**config.mk**
```make
export PLATFORM = sky130hd
export DESIGN_NAME = ram_refresh_arbiter
export DESIGN_NICKNAME = d
export VERILOG_FILES = /design/src/rtl/ram_refresh_arbiter.sv
export SDC_FILE = /design/constraint.sdc
export NUM_CORES = 1
export LEC_CHECK = 0
export CORE_ASPECT_RATIO = 0.75
export CORE_MARGIN = 8
export CORE_UTILIZATION = 35
export DETAILED_ROUTE_END_ITERATION = 7
export SETUP_SLACK_MARGIN = 0.4
export SYNTH_ARGS = -nofsm -noshare
export SYNTH_HDL_FRONTEND = slang
export SYNTH_SLANG_ARGS = --single-unit
```
**constraint.sdc**
```tcl
create_clock -name FCLK -period 2.8 [get_ports FCLK]
set_input_delay 0.42 -clock FCLK [delete_from_list [all_inputs] [get_ports FCLK]]
set_output_delay 0.42 -clock FCLK [all_outputs]
set_load 0.02 [all_outputs]
```
**src/rtl/ram_refresh_arbiter.sv**
```systemverilog
// DRAM refresh scheduler and CPU/refresh arbiter between the FSB access logic
// and the RAS/CAS sequencer. Refresh requests are banked; the CPU wins until the bank is full.
//
//  state | meaning
//  IDLE  | RAM free, choosing between a banked refresh and the CPU
//  CPU   | CPU owns the RAM until CPUDone or CPUReq drops
//  REF   | RAS-only refresh running for REF_LEN cycles
//  REC   | post-refresh recovery, nobody granted for REC_LEN cycles
module ram_refresh_arbiter #(
    parameter int REF_INTERVAL = 128,
    parameter int REF_LEN      = 4,
    parameter int REC_LEN      = 2,
    parameter int MAX_PEND     = 4,
    parameter int PEND_W       = 3
) (
    input  logic              FCLK,
    input  logic              nRES,
    input  logic              RefEN,
    input  logic              CPUReq,
    input  logic              CPUDone,
    output logic              CPUGnt,
    output logic              RefActive,
    output logic              RefUrgent,
    output logic [PEND_W-1:0] RefPend
);

    localparam int IC_W   = $clog2(REF_INTERVAL);
    localparam int PH_MAX = (REF_LEN > REC_LEN) ? REF_LEN : REC_LEN;
    localparam int PH_W   = (PH_MAX > 1) ? $clog2(PH_MAX) : 1;

    localparam logic [IC_W-1:0]   IC_LAST  = IC_W'(REF_INTERVAL - 1);
    localparam logic [PEND_W-1:0] PEND_MAX = PEND_W'(MAX_PEND);
    localparam logic [PH_W-1:0]   REF_LOAD = PH_W'(REF_LEN - 1);
    localparam logic [PH_W-1:0]   REC_LOAD = PH_W'(REC_LEN - 1);

    typedef enum logic [1:0] {
        ST_IDLE = 2'd0,
        ST_CPU  = 2'd1,
        ST_REF  = 2'd2,
        ST_REC  = 2'd3
    } state_t;

    state_t              state_q, state_d;
    logic [IC_W-1:0]     ic_q, ic_d;
    logic [PEND_W-1:0]   pend_q, pend_d;
    logic [PH_W-1:0]     phase_q, phase_d;
    logic                gnt_q, gnt_d;
    logic                act_q, act_d;
    logic                tick;
    logic                ref_start;
    logic                urgent;

    assign urgent = (pend_q == PEND_MAX);

    // Interval counter: free-running while enabled, held at zero otherwise.
    always_comb begin
        tick = RefEN && (ic_q == IC_LAST);
        ic_d = '0;
        if (RefEN && !tick) begin
            ic_d = ic_q + IC_W'(1);
        end
    end

    // The phase counter is a down-counter loaded on state entry; zero is terminal count.
    always_comb begin
        state_d   = state_q;
        phase_d   = phase_q;
        ref_start = 1'b0;
        case (state_q)
            ST_IDLE: begin
                if ((pend_q != '0) && (urgent || !CPUReq)) begin
                    state_d   = ST_REF;
                    phase_d   = REF_LOAD;
                    ref_start = 1'b1;
                end else if (CPUReq) begin
                    state_d = ST_CPU;
                end
            end
            ST_CPU: begin
                if (CPUDone || !CPUReq) begin
                    state_d = ST_IDLE;
                end
            end
            ST_REF: begin
                if (phase_q == '0) begin
                    state_d = ST_REC;
                    phase_d = REC_LOAD;
                end else begin
                    phase_d = phase_q - PH_W'(1);
                end
            end
            ST_REC: begin
                if (phase_q == '0) begin
                    state_d = ST_IDLE;
                end else begin
                    phase_d = phase_q - PH_W'(1);
                end
            end
            default: begin
                state_d = ST_IDLE;
            end
        endcase
    end

    // A tick coinciding with a refresh start cancels out; ticks beyond saturation are dropped.
    always_comb begin
        pend_d = pend_q;
        if (tick && !ref_start) begin
            if (pend_q != PEND_MAX) begin
                pend_d = pend_q + PEND_W'(1);
            end
        end else if (ref_start && !tick) begin
            pend_d = pend_q - PEND_W'(1);
        end
    end

    // Outputs come straight off flops so the sequencer sees glitch-free strobes.
    always_comb begin
        gnt_d = (state_d == ST_CPU);
        act_d = (state_d == ST_REF);
    end

    always_ff @(posedge FCLK) begin
        if (!nRES) begin
            state_q <= ST_IDLE;
            ic_q    <= '0;
            pend_q  <= '0;
            phase_q <= '0;
            gnt_q   <= 1'b0;
            act_q   <= 1'b0;
        end else begin
            state_q <= state_d;
            ic_q    <= ic_d;
            pend_q  <= pend_d;
            phase_q <= phase_d;
            gnt_q   <= gnt_d;
            act_q   <= act_d;
        end
    end

    assign CPUGnt    = gnt_q;
    assign RefActive = act_q;
    assign RefUrgent = urgent;
    assign RefPend   = pend_q;

endmodule
```
======== Word-level counts from Yosys, hierarchy flattened ========
Cells that the tools add are included.
cells by class
  reduce and logical (&&, ||, !) cells .... 18
  add/sub/neg operators ................... 4
  mux-type cells .......................... 15
  eq/ne operators ......................... 11
operators by type and width
  cell                                                                      count
  2-bit 2-to-1 mux                                                          8
  3-bit 2-to-1 mux                                                          3
  2-bit one-hot mux with 4 select lines                                     1
  7-bit by 1-bit adder with 7-bit output (second input constant)            1
  7-bit == test (second input constant)                                     1
  2-bit == test (second input constant)                                     3
  2-bit one-hot mux with 3 select lines                                     1
  3-bit nonzero test                                                        2
  1-bit logical AND                                                         5
  2-bit by 1-bit == test with 1-bit output (second input constant)          2
  2-bit zero test                                                           2
  2-bit inequality test (second input constant)                             2
  2-bit AND reduction                                                       2
  3-bit by 1-bit adder with 3-bit output (second input constant)            1
  3-bit == test (second input constant)                                     1
  1-bit zero test                                                           3
  3-bit inequality test (second input constant)                             1
  3-bit AND reduction                                                       1
  3-bit by 1-bit subtractor with 3-bit output (second input constant)       1
  1-bit logical OR                                                          2
  1-bit 2-to-1 mux                                                          2
  2-bit by 1-bit inequality test with 1-bit output (second input constant)  1
  2-bit nonzero test                                                        1
  2-bit by 1-bit subtractor with 2-bit output (second input constant)       1
word-level totals
  word-level logic and storage cells ...... 54
  output and inout bits ................... 6
  register bits after elaboration ......... 16
  bits of input ports ..................... 5

======== Logic depth before layout (Yosys ltp) ========
Gate-level depths: netlist (run 1).
  word-level depth ........................ 9
  gate-level depth with buffers ........... 8
  mapped depth without buffers ............ 8

======== Worst setup path before layout (run 1) ========
Ideal clock, no wire load.
  path kind ............................... reg2reg
  start point ............................. register ic_q[0]
  end point ............................... register pend_q[2], in the netlist RefPend[2]
  setup time .............................. 0.072 ns
  buffers on the path ..................... 0
  stages on the path, launching flop included .. 9
  required time ........................... 2.728 ns
  period minus slack after synthesis ...... 1.992 ns
  setup slack ............................. 0.808 ns
  arrival time ............................ 1.920 ns
  path through ............................ dfxtp_1 -> ha_1 -> nand4_2 -> or2_1 -> nand2b_1 -> fa_1 -> o21bai_1 -> mux2i_1 -> mux2i_1
on the way
  cells in the longest elaborated chain, start to end .. 6
  elaborated cells between the ends (all ways) .. 9
  classes of those cells .................. eq/ne: 2; mux: 1; reduce/logical: 6
ends and longest elaborated chain
  item                                  RTL line  text
  from (decl)                           44        logic [IC_W-1:0] ic_q, ic_d;
  from (signal assigned)                133       ic_q <= ic_d;
  7-bit == test (*)                     57        tick = RefEN && (ic_q == IC_LAST);
  1-bit logical AND (*)                 57
  1-bit zero test                       112       end else if (ref_start && !tick) begin
  1-bit logical AND                     112
  2-bit nonzero test (no source line)   n/a
  2-bit AND reduction (no source line)  n/a
  to (signal assigned)                  134       pend_q <= pend_d;
  to (decl)                             45        logic [PEND_W-1:0] pend_q, pend_d;
Mark *: on every way between the ends. The rest lies on a longest branch, timed or not.
A chain may end at the register's enable or synchronous reset.

======== Worst setup path after layout (run 1) ========
  start point ............................. register pend_q[2], in the netlist RefPend[2]
  end point ............................... output RefUrgent
on the way
  cells in the longest elaborated chain, start to end .. 1
ends and longest elaborated chain
  item           RTL line  text
  3-bit == test  53        assign urgent = (pend_q == PEND_MAX);
  to (decl)      23        output logic RefUrgent,
Every way passes these cells.

==> results, run 1 <==
- The placed wire-length estimate after detailed placement is 1140 um.
- The hold buffer count at CTS is 0.
- The number of buffers on the longest clock path is 2.
- The most used routing layer in global routing is met1.
- TritonCTS built the clock tree.
- The critical path in this run is classified as reg -> out.
- The setup skew after layout is 0.00853 ns.
- Along the worst hold path, the cell count comes to 1.
- The most frequent standard cell in the layout excluding fill and tap cells is sky130_fd_sc_hd__dfxtp_1.
- Global routing finished with a remaining overflow of 0.
- The synthesized design contains 0 enable-type register cells.
- The flow ran to the end, and the final reports show no timing, DRC or antenna violations.
- The detailed router finished its first iteration with 23 violations.
- The area enclosed by the die boundary is 4110 um^2.
- After synthesis, the share of flip-flops with an asynchronous set or reset is 0%.
- The adder and majority gate portion of the synthesized area is 7.14%.
- The number of different library cells in the post-synthesis netlist is 35.
- Dividing total power by cell area gives a power density of around 880 nW/um^2.
- The largest family of logic cells by synthesized area is simple AND/OR/NAND/NOR gates.
- The critical path buffer and inverter count is 1.
- The post-route netlist has under 10% of its cells at a drive strength greater than 1.
- The post-layout net count is 110.
- Global routing consumed, on the met2 layer, 10.7% of the routing resources.
- Row generation in the floorplan step produced 15 rows.
- The count of buffers added on input and output ports is 10.
- For met1 alone, demand over resource in global routing was 10.8%.
- The number of endpoints failing setup at the final stage is 0.
- The number of slew-limit violations in the final report is 0.
- The peak clock frequency supported by timing is approximately 0.43 GHz.
- The portion of synthesized area spent on multiplexers is 4.97%.
- Pin placement for this block handled 11 I/O pins.
- For the worst setup path, the data required time is around 2.4 ns.
- After detailed routing, the total wire length is ~1500 um.
- After detailed routing, the average wire length per cell comes to around 12 um.
- The clock transition at the register clock pins on the worst setup and hold paths after CTS is ~0.10 ns.
- Of all cell types, the one taking the most synthesized area is sky130_fd_sc_hd__dfxtp_1.
- The worst path setup slack after routing is around 0.48 ns.
- The starting utilization of the core area is a little over a third.
- Before CTS, the worst setup slack after placement is about 0.34 ns.
- The startpoint of the most critical hold path is ic_q[0].
- The worst-path maximum fanout is 6.
- On the critical path, the stage with the largest delay is an instance of sky130_fd_sc_hd__clkdlybuf4s50_1.
- Compared with the post-synthesis result, the final layout area differs by 19.9%.
- The first-pass detailed-route iteration total is 4.
- The count of nets left with antenna violations once routing finished came out at 0.
- Max-cap violations in this run came to 0.
- For this design the static power due to leakage is approximately 0.38 nW.
- The floorplan step set the die width to a little over 70 um.
- The signal on the critical path passes through nor3b_1 -> clkdlybuf4s50_1.
- The worst setup path is captured at an output port.
- The xor and xnor fraction of the mapped netlist area is under 10%.
- The area fraction of the dominant cell type after synthesis is 39.8%.
- Ranked by total cell area, the synthesized netlist is headed by sky130_fd_sc_hd__dfxtp_1 (40%), sky130_fd_sc_hd__nand2_1 (5.6%), sky130_fd_sc_hd__xor2_1 (5.4%).
- The family of cells with the greatest summed delay on the critical path is buffers and inverters.
- The startpoint type of the worst setup path is a flip-flop.
- The critical path arrival is around 1.9 ns.
- The shortest period the worst path allows is 2.32 ns.
- Across every metal layer, demand over resource in global routing totals 8.34%.
- After synthesis the netlist holds a flip-flop and latch count of 16.
- In this run the post-CTS setup repair buffer count came out at 0.
- The repair_antennas step left the layout with diodes totalling 0.
- The register-to-register setup slack is 0.65 ns.
- Hold timing on the final database bottoms out at a slack of ~0.45 ns.
- Setup repair after global routing left no endpoint under its margin.
- The endpoint of the most critical register-to-register path is RefPend[2].
- In this run the number of H-tree levels came out at 1.
- The via count of the first global-routing pass is roughly 570.
- In the routed design, unresolved DRC markers number 0.
- The top flip-flop cell by instance count after synthesis is sky130_fd_sc_hd__dfxtp_1.
- The tree is rooted in a sky130_fd_sc_hd__clkbuf_4.
- The core outline area is around 2200 um^2.
- The post-synthesis average cell area is a little over 9 um^2.
- The mean number of vias per cell is 5.08.
- The number of clock buffers added by TritonCTS is 3.
- Synthesis handed over a netlist of between 80 and 90 instances.
- The path class of the tightest hold or removal check is reg -> reg.
- Summing the areas of all and, or, nand and nor instances in the mapped netlist gives 26.7% of the synthesized area.
- The final route contains 635 vias.
- The first global-routing pass estimated between 2000 and 3000 um of wire.
- The number of antenna violations at the first check in global routing was 0.
- The worst supply voltage drop on vdd is roughly 0.44 mV.
- The post-synthesis sequential area ratio is between 30% and 40%.
- In the global route stage, met3 resource usage came out at 3.67%.
- The quantity of gates resized following cts is 0.
- Adding up every negative setup slack in the final design gives 0 ns.
- The number of warnings reported in the yosys synthesis log is 0.
- The die height is approximately 58 um.
- The largest single stage delay on the critical path is ~0.7 ns.
- The clock net in this run drives a total of 16 sinks.
- Summing every instance area after synthesis gives roughly 800 um^2.
- The number of nets in the synthesized netlist is 97.
- For the pin with the worst max-slew slack, the measured transition is 0.489 ns.
- The pin count of the biggest net entering global routing is 14.
- The clock latency on the worst-skew pair is 0.29 ns.
- The worst slew margin relative to its limit is about two thirds.
- The number of failing hold endpoints at the final stage is 0.
- The worst hold endpoint is ic_q[0].
- Counting cells, the worst reg-to-reg path comes to 8.
- Routability-driven placement finished with a final weighted congestion of roughly 0.75.
- The final clock period utilization by the worst path is 82.8%.
- In this run the critical register-to-register path is launched from ic_q[0].
- The synthesized netlist devotes roughly an eighth of its cell area to compound gates.
- Leaving out fill and tap cells, the most frequent cells in the layout are sky130_fd_sc_hd__dfxtp_1 (16), sky130_fd_sc_hd__nand2_1 (12), sky130_fd_sc_hd__clkdlybuf4s50_1 (10), sky130_fd_sc_hd__nor2_1 (7), sky130_fd_sc_hd__xor2_1 (5).
-- worst max-delay path by stage --
stage	start	endpoint	slack (ns)	cells past startpoint
6_report	RefPend[2]	RefUrgent	0.48	2
5_1_grt	RefPend[2]	RefUrgent	0.41	2
4_1_cts	RefPend[2]	RefUrgent	0.46	2
3_5_place_dp	RefEN	RefPend[2]	0.34	8
3_3_place_gp	RefEN	RefPend[2]	0.41	8
2_1_floorplan	ic_q[0]	RefPend[2]	0.81	8
-- power breakdown --
group / internal (W) / total, W / switching [W]
clock: 0.0000792 / 0.000154 / 0.0000744
combinational: 0.000178 / 0.000355 / 0.000176
sequential: 0.000277 / 0.000338 / 0.0000616
-- area by class of cell --
cell class              instances  area, um^2
clock buffers                   4        36.3
fillers                       209        1270
inverters                       3        11.3
multi-input cells              67         467
flip-flops and latches         16         320
well taps                      25        31.3
repair buffers                 10         100
-- cell families (layout without fill, tap and decap cells) --
group                      count (synthesis)  in the layout
AOI/OAI and AO/OA                         13             13
xor gates and xnor gates                   6              6
adders and majority gates                  4              4
buffers and inverters                      5             17
DFF                                       16             16
muxes                                      4              4
and+or+nand+nor                           40             40
-- worst register-to-register path, stage by stage (launching register included) --
cell                       delay [ns]
sky130_fd_sc_hd__dfxtp_1         0.36
sky130_fd_sc_hd__ha_1            0.25
sky130_fd_sc_hd__nand4_2         0.16
sky130_fd_sc_hd__or2_1           0.26
sky130_fd_sc_hd__nand2b_1        0.15
sky130_fd_sc_hd__fa_1            0.39
sky130_fd_sc_hd__o21bai_1        0.16
sky130_fd_sc_hd__mux2i_1         0.17
sky130_fd_sc_hd__mux2i_1         0.19
-- synth_stat cells (2+ instances only) --
library cell               count
sky130_fd_sc_hd__dfxtp_1      16
sky130_fd_sc_hd__nand2_1      12
sky130_fd_sc_hd__nor2_1        7
sky130_fd_sc_hd__xor2_1        5
sky130_fd_sc_hd__mux2i_1       4
sky130_fd_sc_hd__nand2b_1      4
sky130_fd_sc_hd__ha_1          3
sky130_fd_sc_hd__inv_1         3
sky130_fd_sc_hd__nand3_1       3
sky130_fd_sc_hd__clkbuf_1      2
sky130_fd_sc_hd__nor2b_1       2
sky130_fd_sc_hd__nor3b_1       2
sky130_fd_sc_hd__o21ai_0       2
sky130_fd_sc_hd__o21ai_1       2
-- registers in the layout (all words and copies together) (netlist names) --
name and flops:
CPUGnt 1, phase_q 2, RefActive 1, state_q 2, RefPend 3, ic_q 7
-- per-layer routing --
layer	part of all wire [%]	wire length (um)
met1	51	763
met2	41	613
met5	0	0
met4	1.8	27
met3	6.0	89
-- through the flow --
| step | power (W) | utilization [%] | cells | cell area (um^2) |
|---|---|---|---|---|
| 2_1_floorplan | 0.000583 | - | 88 | 806 |
| 6_report | 0.000847 | 43.2 | 125 | 966 |
| 5_1_grt | 0.000921 | 43.2 | 125 | 966 |
| 3_3_place_gp | 0.000689 | 41.6 | 121 | 930 |
| 3_5_place_dp | 0.000697 | 41.6 | 121 | 930 |
| 4_1_cts | 0.000857 | 43.2 | 125 | 966 |
No activity file was read; power rests on OpenSTA's default activity.
==> inputs of run 2 (changes only) <==
clock period = 2.35 ns   (was 2.8 ns; I/O delays follow)
==> results, run 2 (synthesis results as in run 1) <==
- The run finished with clean final reports.
- The worst setup path is captured at a flip-flop.
- The most frequent standard cell in the layout excluding fill and tap cells is sky130_fd_sc_hd__dfxtp_1.
- The CTS tree is built.
- The worst setup path is launched from a flip-flop.
- The post-route antenna net violation count is 0 (unchanged).
- The number of endpoints failing setup at the final stage came to 0 (unchanged).
- Among all stages on the critical path, the largest delay is contributed by sky130_fd_sc_hd__dfxtp_2.
- The synthesis-to-layout area growth is 29.7%.
- The overall track demand over capacity in global routing is 8.78% (+0.44 points).
- The total clock buffers created by CTS was 3 (unchanged).
- The number of diodes was 0 (unchanged).
- The critical path arrival is 2.17 ns (+0.27 ns).
- The worst stage delay on the critical path was 0.37 ns (-0.33 ns).
- The launch point of the worst reg-to-reg path is ic_q[0].
- The number of rows in the core area is 15 (unchanged).
- The worst setup path is of the reg -> reg kind.
- The mean number of vias per cell is 5.08 (about the same).
- The flip-flop count of the largest register, all copies and words added was 7 (unchanged).
- The instance count along the most critical hold path is 1 (unchanged).
- The initial detailed-routing violation count was 31 (+35%).
- The setup skew after layout came to 0.00257 ns (-0.00596 ns).
- Derived from the worst setup path, the maximum achievable clock frequency is approximately 0.52 GHz.
- The number of failing hold endpoints at the final stage is 0 (unchanged).
- Counting stages on the worst path, the most repeated cell is sky130_fd_sc_hd__mux2i_1.
- The worst path setup slack after routing is 0.413 ns (-0.0688 ns).
- The required time reported for the critical path endpoint is 2.58 ns (+0.20 ns).
- Setup repair after global routing could not meet its margin everywhere.
- The first-pass detailed-route iteration total is 4 (unchanged).
- The total number of vias is 666 (+4.9%).
- The placed cell count was 124 (+2.5%).
- The pin count of the biggest net entering global routing is 13 (-1).
- In this run the most critical hold path is launched from phase_q[1].
- The routed wire length per instance is 12.5 um (+4.5%).
- The worst slew margin relative to its limit is 75.8% (+8.4 points).
- The die height is 57.6 um (unchanged).
- The final critical path takes up 82.4% of the cycle.
- The fraction of final layout cells sized beyond drive strength 1 is 20.8% (+12 points).
- The number of buffers on the longest clock path is 2 (unchanged).
- The root buffer selected by CTS is sky130_fd_sc_hd__clkbuf_4.
- The DRC violation count after routing came to 0 (unchanged).
- The cell depth of the worst flop-to-flop path is 8 (unchanged).
- The final weighted congestion in routability-driven placement is 0.732 (-1.8%).
- The placed wire-length estimate after detailed placement came to 1190 um (+4.1%).
- The total grt overflow is 0 (unchanged).
- The shortest period the worst path allows is approximately 1.9 ns.
- The via count of the first global-routing pass was 642 (+13%).
- The transition time at the pin with the least slew margin is 0.361 ns (-0.128 ns).
- The core outline area is 2230 um^2 (unchanged).
- The critical path goes through ha_4 -> nand4_4 -> or2_1 -> nand2b_1 -> fa_2 -> o21bai_1 -> mux2i_1 -> mux2i_1.
- The pre-CTS setup slack was 0.0658 ns (-0.274 ns).
- The final setup TNS is 0 ns (unchanged).
- The wire length of the first global-routing pass is 2840 um (+7.6%).
- In the layout the commonest cells are sky130_fd_sc_hd__dfxtp_1 (13), sky130_fd_sc_hd__nand2_1 (12), sky130_fd_sc_hd__clkdlybuf4s50_1 (8), sky130_fd_sc_hd__nor2_1 (7), sky130_fd_sc_hd__buf_4 (6).
- The power density relative to cell area is 992 nW/um^2 (+13%).
- The detailed-route wire length is 1640 um (+9.5%).
- The number of slew-limit violations in the final report is 0 (unchanged).
- The overall die width was 71.4 um (unchanged).
- The clock transition at the register clock pins on the worst setup and hold paths after CTS is 0.10 ns (about the same).
- The count of boundary I/O pins is 11 (unchanged).
- The starting utilization of the core area was 36.1% (unchanged).
- The most critical setup path has its startpoint at ic_q[0].
- The worst hold path belongs to the class reg -> reg.
- The quantity of I/O buffers inserted on ports was 10 (unchanged).
- The worst-path maximum fanout was 4 (-2).
- The hold buffer count at CTS is 0 (unchanged).
- The clock latency on the worst-skew pair is 0.29 ns (about the same).
- The number of H-tree levels is 1 (unchanged).
- The post-layout net count came to 116 (+5.5%).
- The clock sink count is 16 (unchanged).
- The leakage power is 0.419 nW (+12%).
- The area enclosed by the die boundary is 4110 um^2 (unchanged).
- The most flop-heavy register is ic_q.
- The worst supply voltage drop on vdd is 0.342 mV (-22%).
- The total of max-cap violations is 0 (unchanged).
- The number of antenna violations at the first check in global routing is 0 (unchanged).
- The filler-free cell count of the finished design was 131 (+4.8%).
==> run 2: report_power, final <==
part | internal, W | switching (W) | total (W)
logic | 0.000230 | 0.000209 | 0.000439
registers | 0.000331 | 0.0000808 | 0.000412
clock network | 0.0000945 | 0.0000910 | 0.000185
==> run 2: final timing paths <==
kind | end | slack, ns
setup / recovery | RefPend[2] | 0.41
hold / removal | phase_q[1] | 0.54
setup reg to reg | RefPend[2] | 0.41
hold reg to reg | phase_q[1] | 0.54
==> run 2: area by class of cell <==
class                           instances  area [um^2]
Fill cell                             209         1190
Clock buffer                            4         36.3
Multi-Input combinational cell         67          499
Tap cell                               25         31.3
Inverter                                3         11.3
Timing Repair Buffer                   16          143
Sequential cell                        16          324
==> run 2: critical path, delay by kind of cell, from the launching register on <==
| family | cells | cell delay (ns) |
|---|---|---|
| and+or+nand+nor | 3 | 0.51 |
| AOI/OAI and AO/OA | 1 | 0.15 |
| muxes | 2 | 0.35 |
| DFF | 1 | 0.37 |
| adders and majority gates | 2 | 0.49 |
==> run 2: through the flow <==
stage | power, W | cell area (um^2) | util [%] | hold WS [ns]
3_5_place_dp | 0.000859 | 962 | 43.1 | 0.457
2_1_floorplan | 0.000702 | 816 | - | 0.420
6_report | 0.00104 | 1040 | 46.8 | 0.540
5_1_grt | 0.00112 | 1040 | 46.8 | 0.552
3_3_place_gp | 0.000847 | 962 | 43.1 | 0.433
4_1_cts | 0.00105 | 1040 | 46.4 | 0.530
==> run 2: repair_timing <==
| action | in CTS | in global routing |
|---|---|---|
| pin swaps | 2 | 0 |
| endpoints found under the hold margin | 0 | 0 |
| gates resized for setup | 7 | 0 |
| setup endpoints to repair | 2 | 1 |
| buffers inserted | 2 | 1 |
==> run 2: layer usage <==
metal / global-route usage, % / vias to the layer above / part of all wire, %
li1: - / 345 / -
met1: 10.1 / 307 / 48
met2: 13.4 / 12 / 45
met3: 3.32 / 2 / 5.9
met4: 5.31 / 0 / 1.7
met5: 0 / - / 0
